**src/rtl/pcie_vc_switch_if.sv**
```systemverilog
`default_nettype none
// ============================================================================
// Module   : pcie_vc_switch_if
// Brief    : Control, data and status bundle of the pcie_vc_switch block.
// Revision : 1.0 - initial release
// ============================================================================
interface pcie_vc_switch_if #(
  parameter int DATA_W     = 12,
  parameter int NUM_VC     = 4,
  parameter int FIFO_DEPTH = 8,
  parameter int CNT_W      = 5
);
  localparam int VC_W = $clog2(NUM_VC);
  localparam int TH_W = $clog2(FIFO_DEPTH) + 1;

  logic                     init;
  logic [TH_W-1:0]          umbral_L;
  logic [TH_W-1:0]          umbral_H;
  logic                     push;
  logic [DATA_W-1:0]        data_in;
  logic [NUM_VC-1:0]        pop;
  logic                     req;
  logic [VC_W:0]            idx;
  logic [NUM_VC*DATA_W-1:0] data_out;
  logic [NUM_VC-1:0]        valid_out;
  logic [NUM_VC-1:0]        almost_empty;
  logic [NUM_VC-1:0]        almost_full;
  logic                     ingress_full;
  logic                     idle;
  logic [1:0]               state;
  logic                     err_push;
  logic                     err_pop;
  logic [CNT_W-1:0]         cnt_out;
  logic                     cnt_valid;

  modport master (
    output init, umbral_L, umbral_H, push, data_in, pop, req, idx,
    input  data_out, valid_out, almost_empty, almost_full, ingress_full,
           idle, state, err_push, err_pop, cnt_out, cnt_valid
  );

  modport slave (
    input  init, umbral_L, umbral_H, push, data_in, pop, req, idx,
    output data_out, valid_out, almost_empty, almost_full, ingress_full,
           idle, state, err_push, err_pop, cnt_out, cnt_valid
  );
endinterface
`default_nettype wire

```
**src/rtl/pcie_vc_switch.sv**
```systemverilog
`default_nettype none
// ============================================================================
// Module   : pcie_vc_switch
// Brief    : Ingress FIFO routed by destination MSBs into NUM_VC egress FIFOs
//            with threshold flags, backpressure and per-channel word counters.
// Revision : 1.0 - initial release
// ============================================================================
module pcie_vc_switch #(
  parameter int DATA_W     = 12,
  parameter int NUM_VC     = 4,
  parameter int FIFO_DEPTH = 8,
  parameter int CNT_W      = 5
) (
  input  wire logic       clk,
  input  wire logic       reset,
  pcie_vc_switch_if.slave bus
);
  localparam int c_VC_W  = $clog2(NUM_VC);
  localparam int c_PTR_W = $clog2(FIFO_DEPTH);
  localparam int c_TH_W  = c_PTR_W + 1;
  localparam logic [c_TH_W-1:0] c_DEPTH  = c_TH_W'(FIFO_DEPTH);
  localparam logic [c_TH_W-1:0] c_TH_L0  = c_TH_W'(1);
  localparam logic [c_TH_W-1:0] c_TH_H0  = c_TH_W'(FIFO_DEPTH - 1);
  localparam logic [c_VC_W:0]   c_NUM_VC = (c_VC_W + 1)'(NUM_VC);

  typedef enum logic [1:0] {
    ST_RESET  = 2'd0,
    ST_INIT   = 2'd1,
    ST_IDLE   = 2'd2,
    ST_ACTIVE = 2'd3
  } state_t;

  state_t r_state;
  state_t w_state_nxt;

  logic [c_TH_W-1:0] r_th_l;
  logic [c_TH_W-1:0] r_th_h;
  logic              r_err_push;
  logic              r_err_pop;
  logic [CNT_W-1:0]  r_cnt_out;
  logic              r_cnt_valid;

  logic [DATA_W-1:0] r_in_mem [FIFO_DEPTH];
  logic [c_PTR_W-1:0] r_in_wr;
  logic [c_PTR_W-1:0] r_in_rd;
  logic [c_TH_W-1:0]  r_in_cnt;

  logic [NUM_VC*c_TH_W-1:0] w_eg_cnt_flat;
  logic [NUM_VC*CNT_W-1:0]  w_words_flat;
  logic [NUM_VC-1:0]        w_eg_nonempty;
  logic [NUM_VC-1:0]        w_pop_err;

  logic               w_run;
  logic [DATA_W-1:0]  w_head;
  logic [c_VC_W-1:0]  w_dest;
  logic [c_TH_W-1:0]  w_dst_cnt;
  logic               w_dispatch;
  logic               w_in_full;
  logic               w_push_ok;
  logic               w_any_nonempty;

  assign w_run          = (r_state == ST_IDLE) || (r_state == ST_ACTIVE);
  assign w_head         = r_in_mem[r_in_rd];
  assign w_dest         = w_head[DATA_W-1 -: c_VC_W];
  assign w_dst_cnt      = w_eg_cnt_flat[w_dest*c_TH_W +: c_TH_W];
  assign w_in_full      = (r_in_cnt == c_DEPTH);
  // Head-of-line blocking: a stalled head holds every word behind it.
  assign w_dispatch     = w_run && (r_in_cnt != '0) && (w_dst_cnt < r_th_h) &&
                          (w_dst_cnt < c_DEPTH);
  assign w_push_ok      = bus.push && w_run && (!w_in_full || w_dispatch);
  assign w_any_nonempty = (r_in_cnt != '0) || (|w_eg_nonempty);

  always_ff @(posedge clk or negedge reset) begin
    if (!reset) r_state <= ST_RESET;
    else        r_state <= w_state_nxt;
  end

  always_comb begin
    w_state_nxt = r_state;
    case (r_state)
      ST_RESET:  w_state_nxt = ST_INIT;
      ST_INIT:   if (!bus.init) w_state_nxt = ST_IDLE;
      ST_IDLE: begin
        if (bus.init)                           w_state_nxt = ST_INIT;
        else if (bus.push || w_any_nonempty)    w_state_nxt = ST_ACTIVE;
      end
      ST_ACTIVE: begin
        if (bus.init)                           w_state_nxt = ST_INIT;
        else if (!w_any_nonempty && !bus.push)  w_state_nxt = ST_IDLE;
      end
      default:   w_state_nxt = ST_RESET;
    endcase
  end

  always_ff @(posedge clk) begin
    if (w_push_ok) r_in_mem[r_in_wr] <= bus.data_in;
  end

  always_ff @(posedge clk or negedge reset) begin
    if (!reset) begin
      r_in_wr    <= '0;
      r_in_rd    <= '0;
      r_in_cnt   <= '0;
      r_err_push <= 1'b0;
    end else begin
      if (w_push_ok)  r_in_wr <= r_in_wr + c_PTR_W'(1);
      if (w_dispatch) r_in_rd <= r_in_rd + c_PTR_W'(1);
      case ({w_push_ok, w_dispatch})
        2'b10:   r_in_cnt <= r_in_cnt + c_TH_W'(1);
        2'b01:   r_in_cnt <= r_in_cnt - c_TH_W'(1);
        default: r_in_cnt <= r_in_cnt;
      endcase
      if (bus.push && !w_push_ok) r_err_push <= 1'b1;
    end
  end

  genvar c;
  generate
    for (c = 0; c < NUM_VC; c++) begin : g_vc
      logic [DATA_W-1:0]  r_mem [FIFO_DEPTH];
      logic [c_PTR_W-1:0] r_wr;
      logic [c_PTR_W-1:0] r_rd;
      logic [c_TH_W-1:0]  r_cnt;
      logic [DATA_W-1:0]  r_dout;
      logic               r_vld;
      logic [CNT_W-1:0]   r_words;
      logic               w_in;
      logic               w_pop_en;
      logic               w_pop_ok;

      assign w_in     = w_dispatch && (w_dest == c_VC_W'(c));
      assign w_pop_en = bus.pop[c] && (r_state != ST_RESET);
      assign w_pop_ok = w_pop_en && (r_cnt != '0);

      always_ff @(posedge clk) begin
        if (w_in) r_mem[r_wr] <= w_head;
      end

      always_ff @(posedge clk or negedge reset) begin
        if (!reset) begin
          r_wr    <= '0;
          r_rd    <= '0;
          r_cnt   <= '0;
          r_dout  <= '0;
          r_vld   <= 1'b0;
          r_words <= '0;
        end else begin
          r_vld <= w_pop_ok;
          if (w_in) r_wr <= r_wr + c_PTR_W'(1);
          if (w_pop_ok) begin
            r_dout  <= r_mem[r_rd];
            r_rd    <= r_rd + c_PTR_W'(1);
            r_words <= r_words + CNT_W'(1);
          end
          case ({w_in, w_pop_ok})
            2'b10:   r_cnt <= r_cnt + c_TH_W'(1);
            2'b01:   r_cnt <= r_cnt - c_TH_W'(1);
            default: r_cnt <= r_cnt;
          endcase
        end
      end

      assign w_pop_err[c]                      = w_pop_en && (r_cnt == '0);
      assign w_eg_nonempty[c]                  = (r_cnt != '0);
      assign w_eg_cnt_flat[c*c_TH_W +: c_TH_W] = r_cnt;
      assign w_words_flat[c*CNT_W +: CNT_W]    = r_words;
      assign bus.data_out[c*DATA_W +: DATA_W]  = r_dout;
      assign bus.valid_out[c]                  = r_vld;
      assign bus.almost_empty[c]               = (r_cnt <= r_th_l);
      assign bus.almost_full[c]                = (r_cnt >= r_th_h);
    end
  endgenerate

  always_ff @(posedge clk or negedge reset) begin
    if (!reset) begin
      r_th_l      <= c_TH_L0;
      r_th_h      <= c_TH_H0;
      r_err_pop   <= 1'b0;
      r_cnt_out   <= '0;
      r_cnt_valid <= 1'b0;
    end else begin
      if ((r_state == ST_INIT) && bus.init) begin
        r_th_l <= bus.umbral_L;
        r_th_h <= bus.umbral_H;
      end
      if (|w_pop_err) r_err_pop <= 1'b1;
      // Counters are sampled before any same-edge pop increments them.
      if (bus.req) begin
        if (bus.idx < c_NUM_VC) begin
          r_cnt_out   <= w_words_flat[bus.idx[c_VC_W-1:0]*CNT_W +: CNT_W];
          r_cnt_valid <= 1'b1;
        end else begin
          r_cnt_out   <= '0;
          r_cnt_valid <= 1'b0;
        end
      end else begin
        r_cnt_valid <= 1'b0;
      end
    end
  end

  assign bus.ingress_full = w_in_full;
  assign bus.idle         = (r_state == ST_IDLE);
  assign bus.state        = r_state;
  assign bus.err_push     = r_err_push;
  assign bus.err_pop      = r_err_pop;
  assign bus.cnt_out      = r_cnt_out;
  assign bus.cnt_valid    = r_cnt_valid;
endmodule
`default_nettype wire

```
**src/flat_wrapper.sv**
```systemverilog
// flat-port wrapper written by rule: the top's interface ports become plain ports
module pcie_vc_switch_flat 
#(
  parameter int DATA_W     = 12,
  parameter int NUM_VC     = 4,
  parameter int FIFO_DEPTH = 8,
  parameter int CNT_W      = 5
)
  (clk, reset, bus_init, bus_umbral_L, bus_umbral_H, bus_push, bus_data_in, bus_pop, bus_req, bus_idx, bus_data_out, bus_valid_out, bus_almost_empty, bus_almost_full, bus_ingress_full, bus_idle, bus_state, bus_err_push, bus_err_pop, bus_cnt_out, bus_cnt_valid);
  pcie_vc_switch_if #(.DATA_W(DATA_W), .NUM_VC(NUM_VC), .FIFO_DEPTH(FIFO_DEPTH), .CNT_W(CNT_W)) bus_i ();
  input  wire logic clk;
  input  wire logic reset;
  input wire logic [$bits(bus_i.init)-1:0] bus_init;
  input wire logic [$bits(bus_i.umbral_L)-1:0] bus_umbral_L;
  input wire logic [$bits(bus_i.umbral_H)-1:0] bus_umbral_H;
  input wire logic [$bits(bus_i.push)-1:0] bus_push;
  input wire logic [$bits(bus_i.data_in)-1:0] bus_data_in;
  input wire logic [$bits(bus_i.pop)-1:0] bus_pop;
  input wire logic [$bits(bus_i.req)-1:0] bus_req;
  input wire logic [$bits(bus_i.idx)-1:0] bus_idx;
  output wire logic [$bits(bus_i.data_out)-1:0] bus_data_out;
  output wire logic [$bits(bus_i.valid_out)-1:0] bus_valid_out;
  output wire logic [$bits(bus_i.almost_empty)-1:0] bus_almost_empty;
  output wire logic [$bits(bus_i.almost_full)-1:0] bus_almost_full;
  output wire logic [$bits(bus_i.ingress_full)-1:0] bus_ingress_full;
  output wire logic [$bits(bus_i.idle)-1:0] bus_idle;
  output wire logic [$bits(bus_i.state)-1:0] bus_state;
  output wire logic [$bits(bus_i.err_push)-1:0] bus_err_push;
  output wire logic [$bits(bus_i.err_pop)-1:0] bus_err_pop;
  output wire logic [$bits(bus_i.cnt_out)-1:0] bus_cnt_out;
  output wire logic [$bits(bus_i.cnt_valid)-1:0] bus_cnt_valid;
  assign bus_i.init = bus_init;
  assign bus_i.umbral_L = bus_umbral_L;
  assign bus_i.umbral_H = bus_umbral_H;
  assign bus_i.push = bus_push;
  assign bus_i.data_in = bus_data_in;
  assign bus_i.pop = bus_pop;
  assign bus_i.req = bus_req;
  assign bus_i.idx = bus_idx;
  assign bus_data_out = bus_i.data_out;
  assign bus_valid_out = bus_i.valid_out;
  assign bus_almost_empty = bus_i.almost_empty;
  assign bus_almost_full = bus_i.almost_full;
  assign bus_ingress_full = bus_i.ingress_full;
  assign bus_idle = bus_i.idle;
  assign bus_state = bus_i.state;
  assign bus_err_push = bus_i.err_push;
  assign bus_err_pop = bus_i.err_pop;
  assign bus_cnt_out = bus_i.cnt_out;
  assign bus_cnt_valid = bus_i.cnt_valid;
  pcie_vc_switch #(.DATA_W(DATA_W), .NUM_VC(NUM_VC), .FIFO_DEPTH(FIFO_DEPTH), .CNT_W(CNT_W)) u_core (.clk(clk), .reset(reset), .bus(bus_i));
endmodule
```
**config.mk**
```make
export PLATFORM = sky130hd
export DESIGN_NAME = pcie_vc_switch_flat
export DESIGN_NICKNAME = d
export VERILOG_FILES = /design/src/rtl/pcie_vc_switch_if.sv /design/src/rtl/pcie_vc_switch.sv /design/src/flat_wrapper.sv
export SDC_FILE = /design/constraint.sdc
export NUM_CORES = 1
export LEC_CHECK = 0
export CAP_MARGIN = 10
export CORE_MARGIN = 2
export CORE_UTILIZATION = 40
export CTS_CLUSTER_DIAMETER = 150
export DETAILED_ROUTE_END_ITERATION = 10
export REMOVE_ABC_BUFFERS = 1
export SYNTH_ARGS = -nofsm -noshare
export SYNTH_HDL_FRONTEND = slang
export SYNTH_SLANG_ARGS = --single-unit
```
**constraint.sdc**
```tcl
create_clock -name clk -period 12.7 [get_ports clk]
set_clock_uncertainty 0.05 [all_clocks]
set_input_delay 1.27 -clock clk [delete_from_list [all_inputs] [get_ports clk]]
set_output_delay 1.27 -clock clk [all_outputs]
set_load 0.05 [all_outputs]
```
==> results.yml <==
status:
  status: "finished, final reports clean"
pwr:
  swShare_pct: 34.88
  p_sw_mw: 2.678
  power_density_mw_per_mm2: 258.8
  intPower_mw: 5.000
  pwr-share-clk_pct: 25.6
  vdd_ir_drop_max_uv: 111.2
  p_comb_share_pct: 34.5
  power_frac_seq_pct: 39.9
  leakagePower_nw: 10.35
cts:
  post-cts-setup-buffers: 0
  cts_max_level: 3
  ctsHoldBuffers: 0
  clk_latency_ns: 0.59
  clkSinkCount: 620
  cts_tree: "done"
  cts_resized: 0
  cts_inserted_buffers: 67
  clk_pin_slew_ns: 0.06
  clockBufferDepth: 3
  cts-root-buf: "clkbuf_16"
finish:
  nets: 1619
  drive_gt1_share_pct: 21.59
  n_antenna_cell: 0
  design_area_mm2: 0.02968
  final_cell_mix: "480 x edfxtp_1, 136 x dfrtp_1, 125 x mux4_2, 102 x clkdlybuf4s50_1, 76 x nor2_1"
  final_common_cell: "edfxtp_1"
  area.growth.synth_to_final_pct: 17.72
route:
  first_pass_iters: 6
  via_count: 12570
  drt_iter0_drc: 794
  post_drt_via_cell_ratio: 5.191
  drtAntennaViolNets: 0
  drc_errors: 0
  wl_mm: 51.15
  wl_per_cell_um: 21.13
critical_path:
  timing.critical_path.fanout_max: 40
  cp.required_ns: 13.11
  worstSetupEndpointType: "flop"
  startpoint_type: "flop"
  worstSetupPathType: "reg -> reg"
  cp.arrival_ns: 7.90
sta:
  tightest_slew_ns: 1.232
  hold_slack_ns: 0.4236
  fin_ws_ns: 5.214
  fin_crit_ns: 7.486
  setup_viol: 0
  drv_slew: 0
  max_freq_ghz: 0.1336
  slew-limit-headroom_pct: 17.54
  final_hold_viol_count: 0
  fin_setup_tns_ns: 0
  rsz0062_at_grt: "false"
  fin_crit_sh_pct: 58.95
synth:
  synth_seq_cells: 620
  yosysTopAreaCellShare_pct: 57.18
  synth.distinct_cells: 54
  synth-seq-area-share_pct: 71.10
  ys.flop_type: "edfxtp_1"
  synth_area_mm2: 0.02521
  synthArstFlopShare_pct: 22.58
  postSynthAreaPerCell_um2: 18.27
  yosys.area.top_type: "edfxtp_1"
  synth_area_leaders: "edfxtp_1 57%, dfrtp_1 14%, mux4_2 11%"
  netlist_instances: 1380
  yosys_warnings: 0
  synth_edf_count: 480
floorplan:
  row_count: 92
  die_w_um: 255.0
  io-pin-count: 104
  die_area_mm2: 0.06504
  core_area_mm2: 0.06274
  die_y_um: 255.0
  start_util_pct: 40.18
place:
  post-place-ws_ns: 5.167
  hpwlAfterDp_mm: 30.64
  gp_congestion: 0.7348
  postPlaceCellArea_mm2: 0.02745
  io_buffers: 103
flow_run:
  maxCapViolations: 0
hold_path:
  hold_path_class: "reg -> reg"
global_routing:
  grt_max_degree: 76
  grt_pass1_wl_mm: 78.93
  antenna_found_initial: 2
  overflow: 0
  grt_usage_pct: 16.19
  grt_pass1_vias: 13060
-- cells by family after synthesis --
group | count (synthesis) | synth area share (%)
flip-flops | 620 | 71.10
multiplexers | 221 | 15.28
AND/OR/NAND/NOR | 207 | 4.105
AO/OA/AOI/OAI | 105 | 2.517
buffers and inverters | 101 | 1.643
adder cells (fa/ha/maj) | 64 | 3.206
XOR/XNOR | 62 | 2.154
-- cell type report --
| class | count | area, um2 |
|---|---|---|
| flip-flops and latches | 620 | 17920 |
| multi-input cells | 659 | 6994 |
| fillers | 5239 | 33060 |
| repair buffers | 150 | 1389 |
| clock inverters | 24 | 294.0 |
| well taps | 846 | 1059 |
| clock buffers | 97 | 1924 |
| inverters | 25 | 93.84 |
-- critical path, cell delays in order (launching register included) --
cell	delay [ns]
dfrtp_1	0.84
mux4_2	0.44
mux2i_4	0.56
clkinv_1	1.09
nand2_1	0.28
and3_1	0.18
a31oi_1	0.05
ha_1	0.33
a21o_1	0.18
a21oi_1	0.15
o2111ai_1	0.18
nor3_4	0.84
nand3_1	0.74
ha_1	0.55
xor2_1	0.18
ha_1	0.20
a21oi_1	0.16
xor2_1	0.18
nor2_1	0.07
xor2_1	0.14
-- per-stage QoR --
step	cells	utilization [%]	total power [mW]
floorplan	1304	-	4.846
global placement	2299	43.75	5.736
detailed placement	2299	43.75	5.811
CTS	2420	47.29	7.795
global route	2421	47.30	8.106
finish	2421	47.30	7.679
-- routing by layer --
metal  wire length, um  track usage, %  vias to the layer above
met5                 0               0                        -
met4              1205           5.246                        0
met3              2473           2.776                       81
met2             25190           26.75                      256
met1             22280           21.92                     6546
li1                  -               -                     5685
-- state kept, by name, summed over array words and instances, names as in the netlist --
register and count:
u_core.g_vc.r_words 20, u_core.g_vc.r_cnt 16, u_core.r_in_mem 96, u_core.g_vc.r_mem 384, u_core.g_vc.r_dout 48, u_core.g_vc.r_rd 12
u_core.bus.err_pop 1, u_core.r_in_cnt 4, u_core.r_in_wr 3, u_core.g_vc.r_wr 12, u_core.bus.cnt_valid 1, u_core.bus.state 2
u_core.bus.err_push 1, u_core.g_vc.r_vld 4, u_core.r_in_rd 3, u_core.bus.cnt_out 5, u_core.r_th_h 4, u_core.r_th_l 4
-- worst paths after layout --
path | from | end | slack (ns) | cells after the start
max | u_core.r_in_rd[2]$_DFFE_PN0P_ | u_core.g_vc[3].r_cnt[2]$_DFFE_PN0P_ | 5.21 | 19
min | u_core.g_vc[1].r_words[4]$_DFFE_PN0P_ | u_core.g_vc[1].r_words[4]$_DFFE_PN0P_ | 0.42 | 1
max reg2reg | u_core.r_in_rd[2]$_DFFE_PN0P_ | u_core.g_vc[3].r_cnt[2]$_DFFE_PN0P_ | 5.21 | 19
min reg2reg | u_core.g_vc[1].r_words[4]$_DFFE_PN0P_ | u_core.g_vc[1].r_words[4]$_DFFE_PN0P_ | 0.42 | 1
max in group asynchronous | reset | u_core.g_vc[3].r_dout[1]$_DFFE_PN0P_ | 10.61 | 2
min in group asynchronous | reset | u_core.g_vc[0].r_vld$_DFF_PN0_ | 0.65 | 1
-- cells in the mapped netlist (8+ instances only) --
| master | count |
|---|---|
| nor3_1 | 16 |
| xnor2_1 | 33 |
| nor4_1 | 12 |
| dfrtp_1 | 136 |
| inv_1 | 22 |
| a22o_1 | 8 |
| xor2_1 | 29 |
| mux4_2 | 125 |
| a21oi_1 | 63 |
| nand2_1 | 35 |
| buf_1 | 21 |
| nor2_1 | 76 |
| ha_1 | 63 |
| nor2b_1 | 9 |
| nand4_1 | 12 |
| mux2_2 | 37 |
| nand2b_1 | 22 |
| clkbuf_1 | 44 |
| edfxtp_1 | 480 |
| o21ai_0 | 11 |
| mux2i_1 | 56 |
-- power groups by stage --
stage / sequential [mW] / combinational [mW] / clock (mW)
6_report: 3.06 / 2.65 / 1.96
5_1_grt: 3.11 / 2.91 / 2.09
4_1_cts: 3.07 / 2.71 / 2.01
3_5_place_dp: 3.11 / 2.70 / 0
3_3_place_gp: 3.10 / 2.63 / 0
2_1_floorplan: 3.42 / 1.43 / 0
Power figures use the tool's default switching activity.
